--- src/rtl/alu_share_arbiter.sv ---
`timescale 1ns/1ps
// Round-robin share of one combinational ALU between two requesters; optional ALU_SHARE_DIV0_EN short-circuits divide-by-zero.
// Latency: handshake to rsp_valid = lat(op)+1 cycles (1 cycle for a short-circuited divide-by-zero).
// Backpressure: one transaction in flight; req_ready only in IDLE, response held until rsp_ready of the granted port.
module alu_share_arbiter #(
    parameter int N          = 20,
    parameter int MUL_CYCLES = 2,
    parameter int DIV_CYCLES = 4
) (
    input  logic           clk,
    input  logic           rst_n,
    input  logic [1:0]     req_valid,
    output logic [1:0]     req_ready,
    input  logic [2*N-1:0] req_a,
    input  logic [2*N-1:0] req_b,
    input  logic [5:0]     req_op,
    output logic [1:0]     rsp_valid,
    input  logic [1:0]     rsp_ready,
    output logic [N-1:0]   rsp_result,
    output logic           rsp_z,
    output logic           rsp_err,
    output logic [N-1:0]   alu_a,
    output logic [N-1:0]   alu_b,
    output logic [2:0]     alu_opcode,
    input  logic [N-1:0]   alu_result,
    input  logic           alu_z,
    output logic           busy
);

    localparam logic [1:0] IDLE = 2'd0;
    localparam logic [1:0] EXEC = 2'd1;
    localparam logic [1:0] RESP = 2'd2;

    localparam int MAXLAT = (MUL_CYCLES > DIV_CYCLES) ? MUL_CYCLES : DIV_CYCLES;
    localparam int CW     = (MAXLAT > 1) ? $clog2(MAXLAT) : 1;

    logic [1:0]    state;
    logic          last_grant;
    logic          gnt;
    logic [CW-1:0] count;
    logic [N-1:0]  op_a;
    logic [N-1:0]  op_b;
    logic [2:0]    op_code;
    logic [N-1:0]  res_q;
    logic          z_q;

    logic          idle_g;
    logic          hs;
    logic [N-1:0]  sel_a;
    logic [N-1:0]  sel_b;
    logic [2:0]    sel_op;
    logic [CW-1:0] lat_ld;

    // With both requesting, the port that was not served last wins.
    always_comb begin
        idle_g = (req_valid == 2'b11) ? ~last_grant : req_valid[1];
        hs     = (state == IDLE) && (req_valid != 2'b00);
        sel_a  = idle_g ? req_a[N +: N] : req_a[0 +: N];
        sel_b  = idle_g ? req_b[N +: N] : req_b[0 +: N];
        sel_op = idle_g ? req_op[3 +: 3] : req_op[0 +: 3];
        case (sel_op)
            3'b010:  lat_ld = CW'(MUL_CYCLES - 1);
            3'b011:  lat_ld = CW'(DIV_CYCLES - 1);
            default: lat_ld = '0;
        endcase
    end

    assign req_ready  = hs ? (idle_g ? 2'b10 : 2'b01) : 2'b00;
    assign rsp_valid  = (state == RESP) ? (gnt ? 2'b10 : 2'b01) : 2'b00;
    assign busy       = (state != IDLE);
    assign rsp_result = res_q;
    assign rsp_z      = z_q;

    // Operands reach the ALU only while executing so MUL/DIV can be multicycle paths.
    assign alu_a      = (state == EXEC) ? op_a    : '0;
    assign alu_b      = (state == EXEC) ? op_b    : '0;
    assign alu_opcode = (state == EXEC) ? op_code : 3'b000;

`ifdef ALU_SHARE_DIV0_EN
    logic err_q;
    logic div0;
    assign div0    = (sel_op == 3'b011) && (sel_b == '0);
    assign rsp_err = err_q;
`else
    assign rsp_err = 1'b0;
`endif

    always_ff @(posedge clk or negedge rst_n) begin
        if (!rst_n) begin
            state      <= IDLE;
            last_grant <= 1'b1;
            gnt        <= 1'b0;
            count      <= '0;
            op_a       <= '0;
            op_b       <= '0;
            op_code    <= 3'b000;
            res_q      <= '0;
            z_q        <= 1'b0;
`ifdef ALU_SHARE_DIV0_EN
            err_q      <= 1'b0;
`endif
        end else begin
            case (state)
                IDLE: begin
                    if (hs) begin
                        gnt     <= idle_g;
                        op_a    <= sel_a;
                        op_b    <= sel_b;
                        op_code <= sel_op;
                        count   <= lat_ld;
                        state   <= EXEC;
`ifdef ALU_SHARE_DIV0_EN
                        if (div0) begin
                            res_q <= '1;
                            z_q   <= 1'b0;
                            err_q <= 1'b1;
                            state <= RESP;
                        end
`endif
                    end
                end
                EXEC: begin
                    if (count != '0) begin
                        count <= count - CW'(1);
                    end else begin
                        res_q <= alu_result;
                        z_q   <= alu_z;
`ifdef ALU_SHARE_DIV0_EN
                        err_q <= 1'b0;
`endif
                        state <= RESP;
                    end
                end
                RESP: begin
                    if (rsp_ready[gnt]) begin
                        last_grant <= gnt;
                        state      <= IDLE;
                    end
                end
                default: state <= IDLE;
            endcase
        end
    end

endmodule

--- config.mk ---
export PLATFORM = sky130hd
export DESIGN_NAME = alu_share_arbiter
export DESIGN_NICKNAME = d
export VERILOG_FILES = /design/src/rtl/alu_share_arbiter.sv
export SDC_FILE = /design/constraint.sdc
export NUM_CORES = 1
export LEC_CHECK = 0
export CORE_ASPECT_RATIO = 2
export CORE_MARGIN = 1
export CORE_UTILIZATION = 40
export CTS_CLUSTER_SIZE = 28
export DETAILED_ROUTE_END_ITERATION = 16
export PLACE_DENSITY_LB_ADDON = 0.08
export SYNTH_ARGS = -nofsm -noshare
export SYNTH_HDL_FRONTEND = slang
export SYNTH_SLANG_ARGS = --single-unit
--- constraint.sdc ---
create_clock -name clk -period 1.9 [get_ports clk]
set_input_delay 0.38 -clock clk [delete_from_list [all_inputs] [get_ports clk]]
set_output_delay 0.38 -clock clk [all_outputs]
set_load 0.01 [all_outputs]
==> flow_metrics.env <==
export IMPL_synthTopCellsByCount="69 x dfrtp_1, 44 x and2_1, 43 x inv_1, 41 x nor3_1, 40 x a221o_1"
export IMPL_cts_tree="built"
export IMPL_grt_pass1_vias=3518
export IMPL_grt_pass1_wl_mm=17.6
export IMPL_path_class="register to output pin"
export IMPL_gp_congestion=0.798
export IMPL_use_met1_pct=29.0
export IMPL_viasPerCell=5.23
export IMPL_wirelength_mm=11.6
export IMPL_cts_sinks=70
export IMPL_slowest_delay_ps=410
export IMPL_syn_area_um2=3510
export IMPL_synth_most_common_cell="dfrtp_1"
export IMPL_synth_edff_count=0
export IMPL_critPathMaxFanout=5
export IMPL_die_y_um=135
export IMPL_min_period_ps=1990
export IMPL_ant_nets=0
export IMPL_drtIter0Drc=193
export IMPL_grt_use_met3_pct=6.00
export IMPL_cts_root_buf="clkbuf_16"
export IMPL_antenna_cells=0
export IMPL_max_vdd_ir_drop_mv=0.893
export IMPL_port_buffers=181
export IMPL_ctsHtreeMaxLevel=3
export IMPL_synthesis_instances=327
export IMPL_hpwlAfterDp_mm=7.59
export IMPL_track_usage_pct=26.3
export IMPL_cts_buffer_depth=2
export IMPL_path_clk_slew_ps=60
export IMPL_power_mw=10.2
export IMPL_setup_slack_ps=-88.8
export IMPL_yosys_area_top_type="dfrtp_1"
export IMPL_asyncSetResetFlopFracSynth_pct=100
export IMPL_p_leak_nw=2.91
export IMPL_path_common_cell="buf_6"
export IMPL_fin_crit_sh_pct=105
export IMPL_holdWs_ps=30.8
export IMPL_drc=0
export IMPL_clock_skew_ps=6.24
export IMPL_setup_violations=13
export IMPL_met2_usage_pct=44.9
export IMPL_grt_max_degree=43
export IMPL_syn_nets=441
export IMPL_core_area_um2=8590
export IMPL_yosysSeqAreaShare_pct=49.9
export IMPL_status="finished, violations left"
export IMPL_fillers=642
export IMPL_synth_area_leaders="dfrtp_1 49%, a221o_1 11%, mux2_2 9.0%"
export IMPL_crit_slowest_cell="dfrtp_1"
export IMPL_synthFlopType="dfrtp_1"
export IMPL_critPathArrivalTime_ps=1610
export IMPL_tightest_slew_ps=558
export IMPL_yosysTopAreaCellShare_pct=49.2
export IMPL_post_route_util_pct=72.6
export IMPL_p_per_area_nw_per_um2=1640
export IMPL_startpoint_type="register"
export IMPL_chipWidth_um=68.3
export IMPL_holdBufCountCts=0
export IMPL_dieArea_um2=9180
export IMPL_overflow=0
export IMPL_rows=48
export IMPL_design_area_um2=6240
export IMPL_drive_gt1_share_pct=32.3
export IMPL_path_cells="buf_6, nor2b_4, buf_6, buf_6, buf_6, and2_4, buf_6"
export IMPL_hold_violations=0
export IMPL_layout_nets=654
export IMPL_vias=3373
export IMPL_end_kind="output pin"
export IMPL_relSlewSlack_pct=62.8
export IMPL_required_ps=1520
export IMPL_drt_first_pass_iters=4
export IMPL_rsz0062_at_grt="yes"
export IMPL_antenna_found_initial=0
export IMPL_routedWlPerCell_um=18.0
export IMPL_busiest_layer="met2"
export IMPL_cts_made_buffers=9
export IMPL_pin_count=183
export IMPL_ys_warnings_count=0
export IMPL_drv_slew=0
export IMPL_avgSynthCellArea_um2=10.7
export IMPL_clk_latency_ps=330
export IMPL_fmax_mhz=503
export IMPL_synth_seq_cells=70
export IMPL_violations="setup timing"
export IMPL_placed_cell_area_um2=5470
export IMPL_min_path_type="input port to async pin"
export IMPL_maxCapViolCount=0
export IMPL_synthToLayoutAreaGrowth_pct=77.6
export IMPL_initial_core_util_pct=40.9
export IMPL_ys_types=29
==> repair_timing <==
item                       4_1_cts  5_1_grt
buffers inserted                20        4
pin swaps                       17        2
gates resized for setup        251       36
setup endpoints to repair       73       85
cloned                           4        4
==> cells by family (layout without fill, tap and decap cells) <==
logic type / count (synthesis) / in the layout / share of synthesized area, %
adder cells (fa/ha/maj): 1 / 1 / 0.356
AND/OR/NAND/NOR: 104 / 104 / 17.0
buffers and inverters: 70 / 287 / 8.94
multiplexers: 30 / 30 / 9.55
flip-flops: 70 / 70 / 49.9
AO/OA/AOI/OAI: 51 / 52 / 14.1
other: 1 / 1 / 0.107
==> state kept, by name, summed over array words and instances (netlist names) <==
name / cells
state: 2
last_grant: 1
rsp_z: 1
rsp_result: 20
op_a: 20
op_b: 20
gnt: 1
op_code: 3
count: 2
==> through the flow <==
stage                     worst slack (ps)  std cells  TNS, ps
after floorplan                        281        327        0
after global placement                -316        602    -9780
after detailed placement              -309        602   -11710
after CTS                             -149        641    -3210
after global routing                  -156        645    -3240
final                                -88.8        645     -955
==> area by class of cell <==
cell class | count | area, µm² | share of cell area [%]
clock inverter | 4 | 70.1 | 1.12
inverter | 43 | 161 | 2.59
tap | 100 | 125 | 2.01
clock buffer | 12 | 246 | 3.95
sequential | 70 | 1750 | 28.1
multi-input combinational | 188 | 1550 | 24.9
timing repair buffer | 228 | 2330 | 37.4
==> critical path: cells and delay by family (launching register included) <==
kind / cells / cell delay, ps
buffers and inverters: 5 / 600
DFF: 1 / 410
and+or+nand+nor: 2 / 280
==> worst paths after layout <==
kind / from / to / slack [ps] / cells past startpoint
hold / removal: rst_n / rsp_z$_DFFE_PN0P_ / 30 / 1
hold reg to reg: rsp_result[3]$_DFFE_PN0P_ / rsp_result[3]$_DFFE_PN0P_ / 510 / 1
setup reg to reg: state[0]$_DFFE_PN0P_ / op_b[17]$_DFFE_PN0P_ / 50 / 6
min in group clk: rsp_result[3]$_DFFE_PN0P_ / rsp_result[3]$_DFFE_PN0P_ / 510 / 1
setup / recovery: state[1]$_DFFE_PN0P_ / alu_a[1] / -90 / 7
max in group asynchronous: rst_n / op_b[13]$_DFFE_PN0P_ / 1290 / 2
==> placed cells by master (no fill, tap or decap), drive strengths merged <==
master and instances:
dlygate4sd2 2, nor3b 3, o21bai 2, ha 1, mux2 28, dfrtp 69, o221a 2, nand3b 2
mux2i 2, bufinv 2, nand2b 3, a21bo 1, nor2b 5, bufbuf 1, nor2 3, nand2 2
conb 1, and2 44, clkbuf 14, inv 43, dfstp 1, o21ai 4, a221o 40, a22o 1
clkdlybuf4s50 132, buf 91, clkinv 2, or2 1, nor3 41, a21o 2
==> layer usage <==
layer,part of all wire [%],up-vias
met5,0,-
met4,3.7,0
met3,6.3,29
met2,53,160
met1,37,1619
li1,-,1565
==> power by group <==
part           switching, mW  internal, mW
Sequential             0.415          2.25
Clock                  0.625          1.18
Combinational           2.23          3.51
Power figures use the tool's default switching activity.
